`src/rtl/regs_writeback_ctl_pkg.sv`:
```
// Shared types and sizing for the register-file writeback path.
package regs_writeback_ctl_pkg;

    localparam int REG_AW        = 5;
    localparam int WB_FIFO_DEPTH = 4;

    typedef logic [31:0] unsigned_32;

    typedef struct packed {
        logic [REG_AW-1:0] dst;
        unsigned_32        dstdata;
    } RegfileWriteType;

endpackage

```
`src/rtl/regs_writeback_ctl_if.sv`:
```
// Writeback request bus, register-file write port and pending-write query.
interface regs_writeback_ctl_if
    import regs_writeback_ctl_pkg::*;
#(
    parameter int DEPTH = WB_FIFO_DEPTH,
    parameter int AW    = REG_AW
);

    logic                   wb_valid;
    logic                   wb_ready;
    logic [AW-1:0]          wb_dst;
    unsigned_32             wb_data;
    logic                   regs_hold;
    RegfileWriteType        CtlToRegs_port;
    logic                   CtlToRegs_port_sync;
    logic [AW-1:0]          rd_addr;
    logic                   rd_pending;
    logic [$clog2(DEPTH):0] wb_count;

    modport master (
        output wb_valid, wb_dst, wb_data, regs_hold, rd_addr,
        input  wb_ready, CtlToRegs_port, CtlToRegs_port_sync, rd_pending, wb_count
    );

    modport slave (
        input  wb_valid, wb_dst, wb_data, regs_hold, rd_addr,
        output wb_ready, CtlToRegs_port, CtlToRegs_port_sync, rd_pending, wb_count
    );

endinterface

```
`src/rtl/regs_writeback_ctl_wb_fifo.sv`:
```
// In-order writeback FIFO; exposes every slot plus its valid bit for address matching.
module wb_fifo
    import regs_writeback_ctl_pkg::*;
#(
    parameter int DEPTH = WB_FIFO_DEPTH
) (
    input  logic                          clk,
    input  logic                          rst,
    input  logic                          push_i,
    input  RegfileWriteType               din_i,
    input  logic                          pop_i,
    output RegfileWriteType               head_o,
    output logic [$clog2(DEPTH):0]        count_o,
    output RegfileWriteType [DEPTH-1:0]   entries_o,
    output logic [DEPTH-1:0]              vld_o
);

    localparam int PW = $clog2(DEPTH);
    localparam int CW = PW + 1;

    RegfileWriteType [DEPTH-1:0] mem_q;
    logic [PW-1:0]               wr_ptr_q, rd_ptr_q;
    logic [CW-1:0]               count_q;
    logic [DEPTH-1:0]            vld_q, vld_d;

    always_comb begin
        vld_d = vld_q;
        if (pop_i)  vld_d[rd_ptr_q] = 1'b0;
        if (push_i) vld_d[wr_ptr_q] = 1'b1;
    end

    // Pointers are DEPTH-sized so they wrap on their own; fullness comes from count_q.
    always_ff @(posedge clk or negedge rst) begin
        if (!rst) begin
            mem_q    <= '0;
            wr_ptr_q <= '0;
            rd_ptr_q <= '0;
            count_q  <= '0;
            vld_q    <= '0;
        end else begin
            if (push_i) begin
                mem_q[wr_ptr_q] <= din_i;
                wr_ptr_q        <= wr_ptr_q + PW'(1);
            end
            if (pop_i) rd_ptr_q <= rd_ptr_q + PW'(1);
            count_q <= count_q + CW'(push_i) - CW'(pop_i);
            vld_q   <= vld_d;
        end
    end

    assign head_o    = mem_q[rd_ptr_q];
    assign count_o   = count_q;
    assign entries_o = mem_q;
    assign vld_o     = vld_q;

endmodule

```
`src/rtl/regs_writeback_ctl.sv`:
```
// Writeback controller: x0 filter, FIFO issue to the register file, pending-write query.
// WB_FASTPATH_EN: a request arriving at an empty, unheld controller skips the FIFO.
module regs_writeback_ctl
    import regs_writeback_ctl_pkg::*;
#(
    parameter int DEPTH = WB_FIFO_DEPTH
) (
    input  logic                 clk,
    input  logic                 rst,
    regs_writeback_ctl_if.slave  bus
);

    localparam int            CW   = $clog2(DEPTH) + 1;
    localparam logic [CW-1:0] FULL = CW'(DEPTH);

    RegfileWriteType              req, head, port_q, port_d;
    RegfileWriteType [DEPTH-1:0]  entries;
    logic [DEPTH-1:0]             ent_vld, hit;
    logic [CW-1:0]                count;
    logic                         sync_q, sync_d;
    logic                         hs, keep, fast, push, pop;

    assign req  = '{dst: bus.wb_dst, dstdata: bus.wb_data};
    assign hs   = bus.wb_valid && bus.wb_ready;
    assign keep = hs && (bus.wb_dst != '0);
    assign pop  = !bus.regs_hold && (count != '0);

`ifdef WB_FASTPATH_EN
    assign fast = keep && !bus.regs_hold && (count == '0);
`else
    assign fast = 1'b0;
`endif

    assign push = keep && !fast;

    wb_fifo #(.DEPTH(DEPTH)) u_fifo (
        .clk       (clk),
        .rst       (rst),
        .push_i    (push),
        .din_i     (req),
        .pop_i     (pop),
        .head_o    (head),
        .count_o   (count),
        .entries_o (entries),
        .vld_o     (ent_vld)
    );

    // Buffered entries always drain before a bypass; fast only fires when the FIFO is empty.
    always_comb begin
        port_d = port_q;
        sync_d = 1'b0;
        if (pop) begin
            port_d = head;
            sync_d = 1'b1;
        end else if (fast) begin
            port_d = req;
            sync_d = 1'b1;
        end
    end

    always_ff @(posedge clk or negedge rst) begin
        if (!rst) begin
            port_q <= '0;
            sync_q <= 1'b0;
        end else begin
            port_q <= port_d;
            sync_q <= sync_d;
        end
    end

    for (genvar i = 0; i < DEPTH; i++) begin : g_hit
        assign hit[i] = ent_vld[i] && (entries[i].dst == bus.rd_addr);
    end

    assign bus.wb_ready            = count < FULL;
    assign bus.wb_count            = count;
    assign bus.CtlToRegs_port      = port_q;
    assign bus.CtlToRegs_port_sync = sync_q;
    assign bus.rd_pending          = (bus.rd_addr != '0) &&
                                     ((|hit) || (sync_q && (port_q.dst == bus.rd_addr)));

endmodule

```
`src/flat_wrapper.sv`:
```
// flat-port wrapper written by rule: the top's interface ports become plain ports
module regs_writeback_ctl_flat import regs_writeback_ctl_pkg::*;
#(
    parameter int DEPTH = WB_FIFO_DEPTH
)
  (clk, rst, bus_wb_valid, bus_wb_dst, bus_wb_data, bus_regs_hold, bus_rd_addr, bus_wb_ready, bus_CtlToRegs_port, bus_CtlToRegs_port_sync, bus_rd_pending, bus_wb_count);
  regs_writeback_ctl_if #(.DEPTH(DEPTH)) bus_i ();
  input  logic clk;
  input  logic rst;
  input wire logic [$bits(bus_i.wb_valid)-1:0] bus_wb_valid;
  input wire logic [$bits(bus_i.wb_dst)-1:0] bus_wb_dst;
  input wire logic [$bits(bus_i.wb_data)-1:0] bus_wb_data;
  input wire logic [$bits(bus_i.regs_hold)-1:0] bus_regs_hold;
  input wire logic [$bits(bus_i.rd_addr)-1:0] bus_rd_addr;
  output wire logic [$bits(bus_i.wb_ready)-1:0] bus_wb_ready;
  output wire logic [$bits(bus_i.CtlToRegs_port)-1:0] bus_CtlToRegs_port;
  output wire logic [$bits(bus_i.CtlToRegs_port_sync)-1:0] bus_CtlToRegs_port_sync;
  output wire logic [$bits(bus_i.rd_pending)-1:0] bus_rd_pending;
  output wire logic [$bits(bus_i.wb_count)-1:0] bus_wb_count;
  assign bus_i.wb_valid = bus_wb_valid;
  assign bus_i.wb_dst = bus_wb_dst;
  assign bus_i.wb_data = bus_wb_data;
  assign bus_i.regs_hold = bus_regs_hold;
  assign bus_i.rd_addr = bus_rd_addr;
  assign bus_wb_ready = bus_i.wb_ready;
  assign bus_CtlToRegs_port = bus_i.CtlToRegs_port;
  assign bus_CtlToRegs_port_sync = bus_i.CtlToRegs_port_sync;
  assign bus_rd_pending = bus_i.rd_pending;
  assign bus_wb_count = bus_i.wb_count;
  regs_writeback_ctl #(.DEPTH(DEPTH)) u_core (.clk(clk), .rst(rst), .bus(bus_i));
endmodule
```
`config.mk`:
```
export PLATFORM = sky130hd
export DESIGN_NAME = regs_writeback_ctl_flat
export DESIGN_NICKNAME = d
export VERILOG_FILES = /design/src/rtl/regs_writeback_ctl_pkg.sv /design/src/rtl/regs_writeback_ctl_if.sv /design/src/rtl/regs_writeback_ctl_wb_fifo.sv /design/src/rtl/regs_writeback_ctl.sv /design/src/flat_wrapper.sv
export SDC_FILE = /design/constraint.sdc
export NUM_CORES = 1
export LEC_CHECK = 0
export BUFFER_PORTS_ARGS = -buffer_cell sky130_fd_sc_hd__buf_4
export CORE_MARGIN = 8
export CORE_UTILIZATION = 31
export CTS_CLUSTER_DIAMETER = 200
export DETAILED_ROUTE_END_ITERATION = 6
export GPL_ROUTABILITY_DRIVEN = 0
export GPL_TIMING_DRIVEN = 0
export SKIP_CTS_REPAIR_TIMING = 1
export SLEW_MARGIN = 20
export SYNTH_ARGS = -nofsm -noshare
export SYNTH_HDL_FRONTEND = slang
export SYNTH_SLANG_ARGS = --single-unit
```
`constraint.sdc`:
```
create_clock -name clk -period 3.2 [get_ports clk]
set_input_delay 0.64 -clock clk [delete_from_list [all_inputs] [get_ports clk]]
set_output_delay 0.64 -clock clk [all_outputs]
set_load 0.02 [all_outputs]
```
# Word-level counts from Yosys, hierarchy flattened
# Index checks and enable logic that the tools add are counted.
# word_totals
register_bits	197
input_bits	46
out_inout_bits	43
# classes
n_addsub	4
n_lt_le_gt_ge	5
eq_ne	5
n_mux	12
n_bitwise	3
reduce_logical	17
# op_table
operator	count
$bwmux 148	1
$bmux 37 s2	1
$demux 37 s2	1
$mux 37	2
$eq 5x5->1	5
$logic_and 1x1->1	11
$reduce_bool 5->1	2
$mux 4	2
$lt 2x3->1 const B	2
$add 2x1->2 const B	2
$and 4x4->4	1
$demux 1 s2	2
$ge 2x1->1 const B	2
$not 4->4	1
$or 4x4->4	1
$reduce_or 4->1	1
$add 3x1->3	1
$lt 3x3->1 const B	1
$mux 1	3
$reduce_bool 3->1	1
$sub 3x1->3	1
$logic_not 1->1	1
$logic_or 1x1->1	1

# Depth between registers and ports, before layout
# depth
depth_word	9
depth_mapped	9

# By module
# From an unflattened synthesis, not the netlist that was laid out.
# hier_totals
hier_cells	533
area_unflattened_um2	9201.3
# by_module_without_submodules
mod	n_inst	cells_per_inst	area_each_um2	seq_area_each_um2
wb_fifo	1	405	7348.3	3978.8
regs_writeback_ctl	1	128	1853.0	950.9

# Least setup slack after synthesis
# OpenSTA, ideal clock, no wires.
# synth_path
path_type	input -> register
start	input bus_wb_dst[1]
end	register u_core.u_fifo.count_q[2] (netlist: u_core.u_fifo.count_o[2])
setup_ns	0.131
arrival_time_ns	2.409
slack_ns	0.660
stages	9
cell_sequence	or3_1 -> o311a_1 -> buf_6 -> xor2_1 -> ha_1 -> inv_1 -> fa_1 -> xnor2_1 -> xnor2_1
# synth_via
elab_chain_cells	4
# synth_rtl
element	line	rtl
start, declared	flat_wrapper.sv:11	input wire logic [$bits(bus_i.wb_dst)-1:0] bus_wb_dst;
$reduce_bool 5->1	regs_writeback_ctl.sv:25	assign keep = hs && (bus.wb_dst != '0);
$logic_and 1x1->1	regs_writeback_ctl.sv:25	
$add 3x1->3	regs_writeback_ctl_wb_fifo.sv:46	count_q <= count_q + CW'(push_i) - CW'(pop_i);
$sub 3x1->3	regs_writeback_ctl_wb_fifo.sv:46	
end signal, assigned	regs_writeback_ctl_wb_fifo.sv:46	
end, declared	regs_writeback_ctl_wb_fifo.sv:23	logic [CW-1:0] count_q;
# Every way passes these cells.
# A chain may end at the register's enable or synchronous reset.

# Worst setup path in the final report
# layout_path
start	register u_core.u_fifo.count_q[1] (netlist: u_core.u_fifo.count_o[1])
end	register u_core.u_fifo.count_q[2] (netlist: u_core.u_fifo.count_o[2])
# layout_lines
element	line	rtl
$reduce_bool 3->1	regs_writeback_ctl.sv:26	assign pop = !bus.regs_hold && (count != '0);
$logic_and 1x1->1	regs_writeback_ctl.sv:26	
named net u_core.pop	regs_writeback_ctl.sv:21	logic hs, keep, fast, push, pop;
$sub 3x1->3	regs_writeback_ctl_wb_fifo.sv:46	
# The timed path passes the listed nets, and every way through them passes these cells.

==> out/results.ini <==
[sta]
finalCriticalPeriod_ns=2.66
worst_pin_slew_ns=0.958
grt_setup_unrepaired=false
setup_viol=0
fin_skew_ns=0.0202
finalMaxSlewViolations=0
fmax_mhz=376
hold_violations=0
slew-limit-headroom_pct=36.2
finalSetupTns_ns=0
min_period_over_period_pct=83.0

[die]
die_h_um=188
core_area_mm2=0.0293
start_util_pct=31.1
num_rows=63
dieWidth_um=188
ios=89
dieArea_mm2=0.0352

[drt]
drtPass1Iterations=4
drtAntennaViolNets=0
vias=4760
post_drt_wl_per_cell_um=19.0
first_iter_violations=218
vias_per_cell=4.55
routed_wl_um=19800
drc_errors=0

[yosys]
synth_top_area_cell=dfrtp_1
synth_ff_type=dfrtp_1
syn_area_mm2=0.00913
synth_area_leaders=dfrtp_1 54%, mux2_2 13%, mux2_4 13%, mux4_2 9.1%, buf_12 2.6%
synth_edf_count=0
synth_cell_type_count=26
synth_nets=595
yosys.area.top_type_share_pct=54.0
syn_inst=539
ys_seq_elements=197
async_flop_share_pct=100
yosysMostFrequentCell=dfrtp_1
syn_avg_cell_area_um2=16.9
yosysSeqAreaShare_pct=54.0
yosysWarnings=0
synth.top_cells.by_count=197 x dfrtp_1, 109 x mux2_2, 76 x mux2_4

[final_layout]
num_antenna_cells=0
syn2layout_area_growth_pct=19.0
seqCellArea_mm2=0.00493
fill_cells=2795
drive_above_1_share_pct=55.9
multi_input_area_mm2=0.00382
num-nets-final=699
stdcell_count=1046

[grt]
grt-ovfl-total=0
grt_max_degree=68
grt_antenna_before_repair=0
grt_pass1_vias=5322
grt_pass1_wl_um=32000
grt_util_all_layers_pct=11.8

[cts]
cts_max_path_buffers=2
cts_tree=yes
clk_latency_ns=0.44
cts_root_buffer=clkbuf_16
cts_made_buffers=17
cts_sinks=197
path_clk_slew_ns=0.08
htree_levels=4

[setup_path]
reg2reg_depth=9
endpoint=u_core.u_fifo.count_o[2]
path_max_fanout=10
worst_setup_path_start_kind=register
r2r_slack_ns=0.54
crit_type=reg2reg
startpoint=u_core.u_fifo.count_o[1]
end_kind=register
cp.required_ns=3.54
timing.rr.start=u_core.u_fifo.count_o[1]
arrival_ns=2.99
r2r_end=u_core.u_fifo.count_o[2]

[outcome]
status=complete, no violations

[placed_design]
place_inst=1014
dp_hpwl_um=13200
io_buffer_count=83

[power_and_ir_drop]
power_mw=11.3
power.leakage_nw=5.03
powerDensity_mw_per_mm2=1040
worst_ir_drop_vdd_mv=0.363

[run]
drv_cap=0

[min_path]
hp-class=in2async

## layout make-up
cell class / count / share of cell area [%]
Buffer: 34 / 3.25
Clock inverter: 14 / 1.07
Timing Repair Buffer: 85 / 6.32
Tap cell: 390 / 4.49
Clock buffer: 18 / 4.05
Sequential cell: 197 / 45.4
Inverter: 7 / 0.242
Multi-Input combinational cell: 301 / 35.2
## report_power, final
| part | total (mW) | switching, mW | internal (mW) |
|---|---|---|---|
| combinational | 4.72 | 1.83 | 2.89 |
| sequential | 4.51 | 0.748 | 3.76 |
| clock | 2.08 | 1.04 | 1.04 |
| total | 11.3 | 3.62 | 7.70 |
## metrics by stage
step                hold WS (ns)  utilization (%)  cell area, µm²  setup WS (ns)
floorplan                  0.344                -            9130          0.660
global placement           0.468             34.9           10200         -0.105
detailed placement         0.470             35.1           10300         -0.105
CTS                        0.149             37.0           10900          0.149
global route               0.164             37.0           10900          0.220
finish                     0.138             37.0           10900          0.544
## kinds of logic (layout without fill, tap and decap cells)
kind of cell    Yosys count  in the layout  share of synthesized area, %
flops                   197            197                          54.0
fa+ha+maj                10             10                          1.45
compound gates            4              4                         0.315
xor+xnor                 30             30                          2.88
mux                     222            222                          35.1
simple gates             35             35                          2.08
buf+inv                  41            158                          4.15
## per-layer routing
metal	up-vias	track usage, %	wire [µm]
li1	2153	-	-
met1	2525	15.7	9430
met2	65	18.6	9500
met3	17	2.99	685
met4	0	3.27	229
met5	-	0	0
## cell usage in the layout (no fill, tap or decap), types with 10 or more instances in the layout
| master | Yosys | final |
|---|---|---|
| buf_12 | 12 | 12 |
| buf_4 | 4 | 86 |
| clkbuf_1 | 10 | 10 |
| clkbuf_16 | 0 | 17 |
| dfrtp_1 | 197 | 197 |
| mux2_2 | 109 | 109 |
| mux2_4 | 76 | 76 |
| mux4_2 | 37 | 37 |
| nand2_1 | 15 | 15 |
| xor2_1 | 21 | 21 |
## state kept, by name, indices dropped and copies added, names as in the netlist
signal / flops
u_core.bus.CtlToRegs_port: 37
u_core.u_fifo.rd_ptr_q: 2
u_core.u_fifo.wr_ptr_q: 2
u_core.bus.CtlToRegs_port_sync: 1
u_core.u_fifo.vld_o: 4
u_core.u_fifo.count_o: 3
u_core.u_fifo.entries_o: 148
## critical path: stages (launching register included)
cell	delay [ns]
dfrtp_1	0.43
nor3_1	0.10
nor2_2	0.48
clkbuf_1	0.49
xor2_1	0.20
ha_1	0.16
inv_1	0.05
fa_1	0.37
xnor2_1	0.14
xnor2_1	0.12
## worst min-delay path by stage
| stage | endpoint | slack (ns) | startpoint | cells past startpoint |
|---|---|---|---|---|
| final | u_core.u_fifo.count_o[0] | 0.14 | rst | 1 |
| after detailed placement | u_core.u_fifo.vld_o[0] | 0.47 | u_core.u_fifo.vld_o[0] | 2 |
| after CTS | u_core.u_fifo.count_o[0] | 0.15 | rst | 1 |
| after global placement | u_core.u_fifo.vld_o[0] | 0.47 | u_core.u_fifo.vld_o[0] | 2 |
| after global routing | u_core.bus.CtlToRegs_port[35] | 0.16 | rst | 1 |
| after floorplan | u_core.bus.CtlToRegs_port[0] | 0.34 | rst | 0 |
No activity file was read; power rests on OpenSTA's default activity.
